<file path="config.mk">
export PLATFORM = sky130hd
export DESIGN_NAME = buffer_rr_arbiter
export DESIGN_NICKNAME = d
export VERILOG_FILES = /design/src/rtl/buffer_rr_arbiter.sv
export SDC_FILE = /design/constraint.sdc
export NUM_CORES = 1
export LEC_CHECK = 0
export BUFFER_PORTS_ARGS = -buffer_cell sky130_fd_sc_hd__buf_2
export CAP_MARGIN = 30
export CORE_UTILIZATION = 46
export CTS_BUF_LIST = sky130_fd_sc_hd__clkbuf_8
export CTS_CLUSTER_SIZE = 8
export DETAILED_ROUTE_END_ITERATION = 6
export GPL_ROUTABILITY_DRIVEN = 0
export PLACE_DENSITY = 0.89
export SETUP_SLACK_MARGIN = 0.1
export SLEW_MARGIN = 20
export SYNTH_ARGS = -nofsm -noshare
export SYNTH_HDL_FRONTEND = slang
export SYNTH_SLANG_ARGS = --single-unit
</file>
<file path="constraint.sdc">
create_clock -name clk -period 2.2 [get_ports clk]
set_input_delay 0.22 -clock clk [delete_from_list [all_inputs] [get_ports clk]]
set_output_delay 0.22 -clock clk [all_outputs]
set_load 0.02 [all_outputs]
</file>
<file path="src/rtl/buffer_rr_arbiter.sv">
// buffer_rr_arbiter
//   Round-robin arbiter that shares one registered WIDTH-bit buffer stage
//   between NUM_REQ requesters. Each accepted beat grants exactly one
//   requester and captures its word into the output register. The word is
//   presented downstream with valid/ready and the index of its source.
//
// Ports
//   clk         rising-edge clock
//   reset       asynchronous, active-high reset
//   req_valid   [NUM_REQ]        requester i has a word
//   req_data    [NUM_REQ*WIDTH]  word of requester i at [i*WIDTH +: WIDTH]
//   req_ready   [NUM_REQ]        one-hot, word of requester i captured this cycle
//   out_valid   output register holds a word
//   out_data    [WIDTH]          registered word
//   out_src     [SRC_W]          requester index that supplied out_data
//   out_ready   downstream accepts out_data this cycle
//   xfer_count  [CNT_W]          downstream-accepted beats, wraps to 0
//
// Configuration macro
//   BUF_ARB_PRIO0_EN : requester 0 gets absolute priority and does not move
//                      the round-robin pointer; others rotate among themselves.

module buffer_rr_arbiter #(
  parameter  int WIDTH   = 32,
  parameter  int NUM_REQ = 4,
  parameter  int CNT_W   = 16,
  localparam int SRC_W   = $clog2(NUM_REQ)
) (
  input  logic                     clk,
  input  logic                     reset,
  input  logic [NUM_REQ-1:0]       req_valid,
  input  logic [NUM_REQ*WIDTH-1:0] req_data,
  output logic [NUM_REQ-1:0]       req_ready,
  output logic                     out_valid,
  output logic [WIDTH-1:0]         out_data,
  output logic [SRC_W-1:0]         out_src,
  input  logic                     out_ready,
  output logic [CNT_W-1:0]         xfer_count
);

  localparam int unsigned NREQ_U = NUM_REQ;

  typedef enum logic {
    IDLE = 1'b0,
    BUSY = 1'b1
  } state_t;

  state_t           state, state_nxt;
  logic [SRC_W-1:0] rr_ptr, rr_nxt, grant_idx;
  logic             grant_found;
  logic             load_ok, capture, advance;

  // Grant search: first valid requester starting at rr_ptr, wrapping modulo NUM_REQ.
  always_comb begin
    int unsigned idx;
    grant_idx   = '0;
    grant_found = 1'b0;
    idx         = 0;
`ifdef BUF_ARB_PRIO0_EN
    if (req_valid[0]) begin
      grant_found = 1'b1;
      grant_idx   = '0;
    end
`endif
    for (int unsigned k = 0; k < NREQ_U; k++) begin
      idx = 32'(rr_ptr) + k;
      if (idx >= NREQ_U) idx = idx - NREQ_U;
      if (!grant_found && req_valid[SRC_W'(idx)]) begin
        grant_found = 1'b1;
        grant_idx   = SRC_W'(idx);
      end
    end
  end

  // Explicit wrap keeps the pointer legal for non-power-of-2 NUM_REQ.
  always_comb begin
    rr_nxt = (grant_idx == SRC_W'(NUM_REQ - 1)) ? '0 : grant_idx + 1'b1;
  end

  always_comb begin
    state_nxt = state;
    req_ready = '0;
    out_valid = (state == BUSY);
    load_ok   = (state == IDLE) || out_ready;
    // Gating with reset keeps req_ready low while reset is held, since the
    // FSM sits in IDLE (where load_ok is true) during reset.
    capture   = load_ok && grant_found && !reset;
`ifdef BUF_ARB_PRIO0_EN
    advance   = capture && (grant_idx != '0);
`else
    advance   = capture;
`endif
    if (capture) req_ready[grant_idx] = 1'b1;
    case (state)
      IDLE: if (capture) state_nxt = BUSY;
      BUSY: begin
        if (capture)        state_nxt = BUSY;
        else if (out_ready) state_nxt = IDLE;
      end
      default: state_nxt = IDLE;
    endcase
  end

  always_ff @(posedge clk or posedge reset) begin
    if (reset) begin
      state      <= IDLE;
      rr_ptr     <= '0;
      out_data   <= '0;
      out_src    <= '0;
      xfer_count <= '0;
    end else begin
      state <= state_nxt;
      if (capture) begin
        out_data <= req_data[grant_idx*WIDTH +: WIDTH];
        out_src  <= grant_idx;
      end
      if (advance) rr_ptr <= rr_nxt;
      if (out_valid && out_ready) xfer_count <= xfer_count + 1'b1;
    end
  end

endmodule

</file>
==> run_results.csv <==
group,metric,value,unit
timing,hold_violations,0,
timing,tightest_slew,427.0,ps
power_and_ir_drop,internal-power,0.002592,W
clocking,path_clk_slew,100,ps
timing,max_freq,488.7,MHz
critical_path,cp_data_arrival_time,1830,ps
yosys,synth_common_cells,"dfrtp_1 (53), mux2i_1 (39), nand2_1 (34)",
drt,viasPerCell,5.433,
yosys,yosys-top-cells-area,"dfrtp_1 (40%), mux2i_1 (12%), nand4_1 (5.7%)",
yosys,yosysMostFrequentCell,"dfrtp_1",
grt,grt_pass1_wl,14320,µm
floorplanning,die_h,86.63,µm
power_and_ir_drop,power_leakage,2.332,nW
drt,drc,0,
timing,setup_viol,0,
floorplanning,pin_count,190,
power_and_ir_drop,vdd_drop_max,0.0005529,V
drt,wl,9292,µm
yosys,syn_inst,316,
finish,instances_no_fill,610,
grt,grt_start_max_net_pins,34,
yosys,yosys_warnings,0,
critical_path,path_buf_inv,2,
power_and_ir_drop,combPwrFrac,53.4,%
drt,dr.pass1.iters,4,
critical_path,crit_chain,"mux2i_2 > o22ai_2 > nor2_4 > inv_4 > ha_2 > and2_1 > buf_4",
power_and_ir_drop,seq_power_share,34.3,%
floorplanning,row_count,30,
drt,drtIter0Drc,107,
clocking,cts_inserted_buffers,5,
critical_path,cp-start-kind,"register",
yosys,synth_top_area_share,40.26,%
placed_design,io_buffer_count,189,
yosys,synth_top_area_cell,"dfrtp_1",
yosys,ys_seq_area_share,40.26,%
yosys,async_flop_share,100.0,%
worst_hold_path,hold_class,"input port to register",
floorplanning,die_w,86.63,µm
power_and_ir_drop,p_clk_share,12.3,%
finish,nets,653,
floorplanning,coreArea,6869,µm²
floorplanning,start_util,47.96,%
drt,wl_per_cell,15.23,µm
critical_path,cp_top_family,"flip-flops",
drt,ant_nets,0,
critical_path,critPathRequiredTime,1980,ps
placed_design,placedCellCount,589,
finish,antenna_cells,0,
critical_path,crit_type,"register to output pin",
yosys,ys.flop_type,"dfrtp_1",
yosys,synth_cell_types,39,
critical_path,cp_slowest_stage_delay,420,ps
timing,fin_skew,8.385,ps
power_and_ir_drop,power_density,988.8,nW/µm²
timing,drv_slew,0,
yosys,syn-num-nets,456,
timing,rsz0062_at_grt,"false",
clocking,insertion_delay,310,ps
power_and_ir_drop,finalPower,0.004540,W
timing,finalCriticalPeriod,2046,ps
yosys,synth_edf_count,0,
clocking,cts_tree,"built",
power_and_ir_drop,switching_share,42.91,%
yosys,synth-seq-cells,53,
critical_path,critical_path.slowest_cell,"dfrtp_2",
drt,vias,3314,
clocking,cts-root-buf,"clkbuf_8",
grt,grt_pass1_vias,3102,
timing,slew-limit-headroom,71.30,%
yosys,syn_area,3294,µm²
outcome,status,"completed",
timing,fin_tns_setup,0,ps
clocking,cts-htree-levels,2,
timing,period_share,93.01,%
placed_design,post-dp-hpwl,7046,µm
critical_path,critPathCaptureType,"output pin",
grt,grt_use_total,24.56,%
job,maxCapViolCount,0,
power_and_ir_drop,p_sw,0.001948,W
clocking,clock_sinks,53,
yosys,synth.avg_cell_area,10.43,µm²
critical_path,path_max_fanout,5,
grt,grt_overflow_total,0,
finish,syn_to_final_growth,39.38,%
grt,antenna_found_initial,0,
clocking,cts_buffer_depth,2,
finish,drive_above_1_share,50.58,%
floorplanning,dieArea,7504,µm²
-- final timing paths --
path                                      from              to  slack [ps]  depth (start not counted)
worst max-delay path                 rr_ptr[1]    req_ready[2]         150                          7
worst min-delay path              req_data[14]    out_data[14]         160                          3
worst max register to register       rr_ptr[1]    out_data[26]         280                          8
worst min register to register  xfer_count[15]  xfer_count[15]         480                          1
max in group asynchronous                reset    out_data[16]        1130                          4
min in group asynchronous                reset   xfer_count[0]         450                          3
-- registers in the layout, indices dropped and copies added, names as in the netlist --
| signal | count |
|---|---|
| out_data | 32 |
| out_src | 2 |
| out_valid | 1 |
| rr_ptr | 2 |
| xfer_count | 16 |
-- stage by stage --
step / utilization [%] / hold slack (ps) / area, µm² / setup WS (ps)
4_1_cts: 65.72 / 147.5 / 4514 / 102.6
6_report: 66.85 / 157.0 / 4592 / 153.9
5_1_grt: 66.85 / 170.9 / 4592 / 97.34
2_1_floorplan: - / 319.8 / 3294 / 329.6
3_5_place_dp: 63.17 / 207.3 / 4339 / 290.5
3_3_place_gp: 63.17 / 196.1 / 4339 / 415.4
-- cells by family after synthesis --
logic type               count (synthesis)  synth area share (%)
adder cells (fa/ha/maj)                  5                 1.899
AO/OA/AOI/OAI                           41                 12.65
buffers and inverters                   30                 5.317
AND/OR/NAND/NOR                        119                 19.26
XOR/XNOR                                15                 3.988
flip-flops                              53                 40.26
multiplexers                            53                 16.63
-- power groups by stage --
stage | clock, W | combinational, W | sequential, W
finish | 0.000558 | 0.00243 | 0.00156
global placement | 0 | 0.00218 | 0.00155
CTS | 0.000579 | 0.00235 | 0.00155
detailed placement | 0 | 0.00225 | 0.00156
global route | 0.000616 | 0.00262 | 0.00160
floorplan | 0 | 0.00114 | 0.00195
-- layout by cell type (no fill, tap or decap), types with 3 or more instances in the layout --
cell type,count
ha_1,4
mux2_2,12
clkbuf_8,5
o221ai_2,10
o221ai_1,9
nor3_1,3
and2_1,3
nand3_1,30
a32oi_1,13
nand2_1,33
nor2b_1,3
mux2i_1,38
dfrtp_1,52
nand4_1,30
inv_1,3
nor2_1,6
buf_2,186
buf_12,3
xor2_1,5
xnor2_1,10
buf_4,21
-- worst reg2reg max path, delay by kind of cell, from the launching register on --
kind | cells | cell delay, ps
flip-flops | 1 | 450
multiplexers | 2 | 480
AO/OA/AOI/OAI | 2 | 320
buffers and inverters | 3 | 460
AND/OR/NAND/NOR | 1 | 80
-- timing repair --
item	CTS	global route
gates resized for setup	3	10
hold buffers	1	0
setup endpoints to repair	2	4
pin swaps	3	4
gates cloned	1	0
hold endpoints to repair	10	0
setup buffers	4	7
-- routing by layer --
layer | GRT usage (%) | vias to the layer above | wire [µm] | part of all wire [%]
li1 | - | 1583 | - | -
met1 | 27.84 | 1548 | 3561 | 38
met2 | 45.74 | 175 | 4951 | 53
met3 | 5.333 | 8 | 673 | 7.2
met4 | 7.879 | 0 | 105 | 1.1
met5 | 0 | - | 0 | 0
-- cell type report --
cell class / instances / area (µm²)
repair buffers: 214 / 1214
inverters: 6 / 26.28
clock inverters: 3 / 21.27
clock buffers: 5 / 68.82
multi-input cells: 233 / 1814
fillers: 536 / 2277
flip-flops and latches: 53 / 1328
well taps: 96 / 120.1
(Power assumes the default switching activity.)
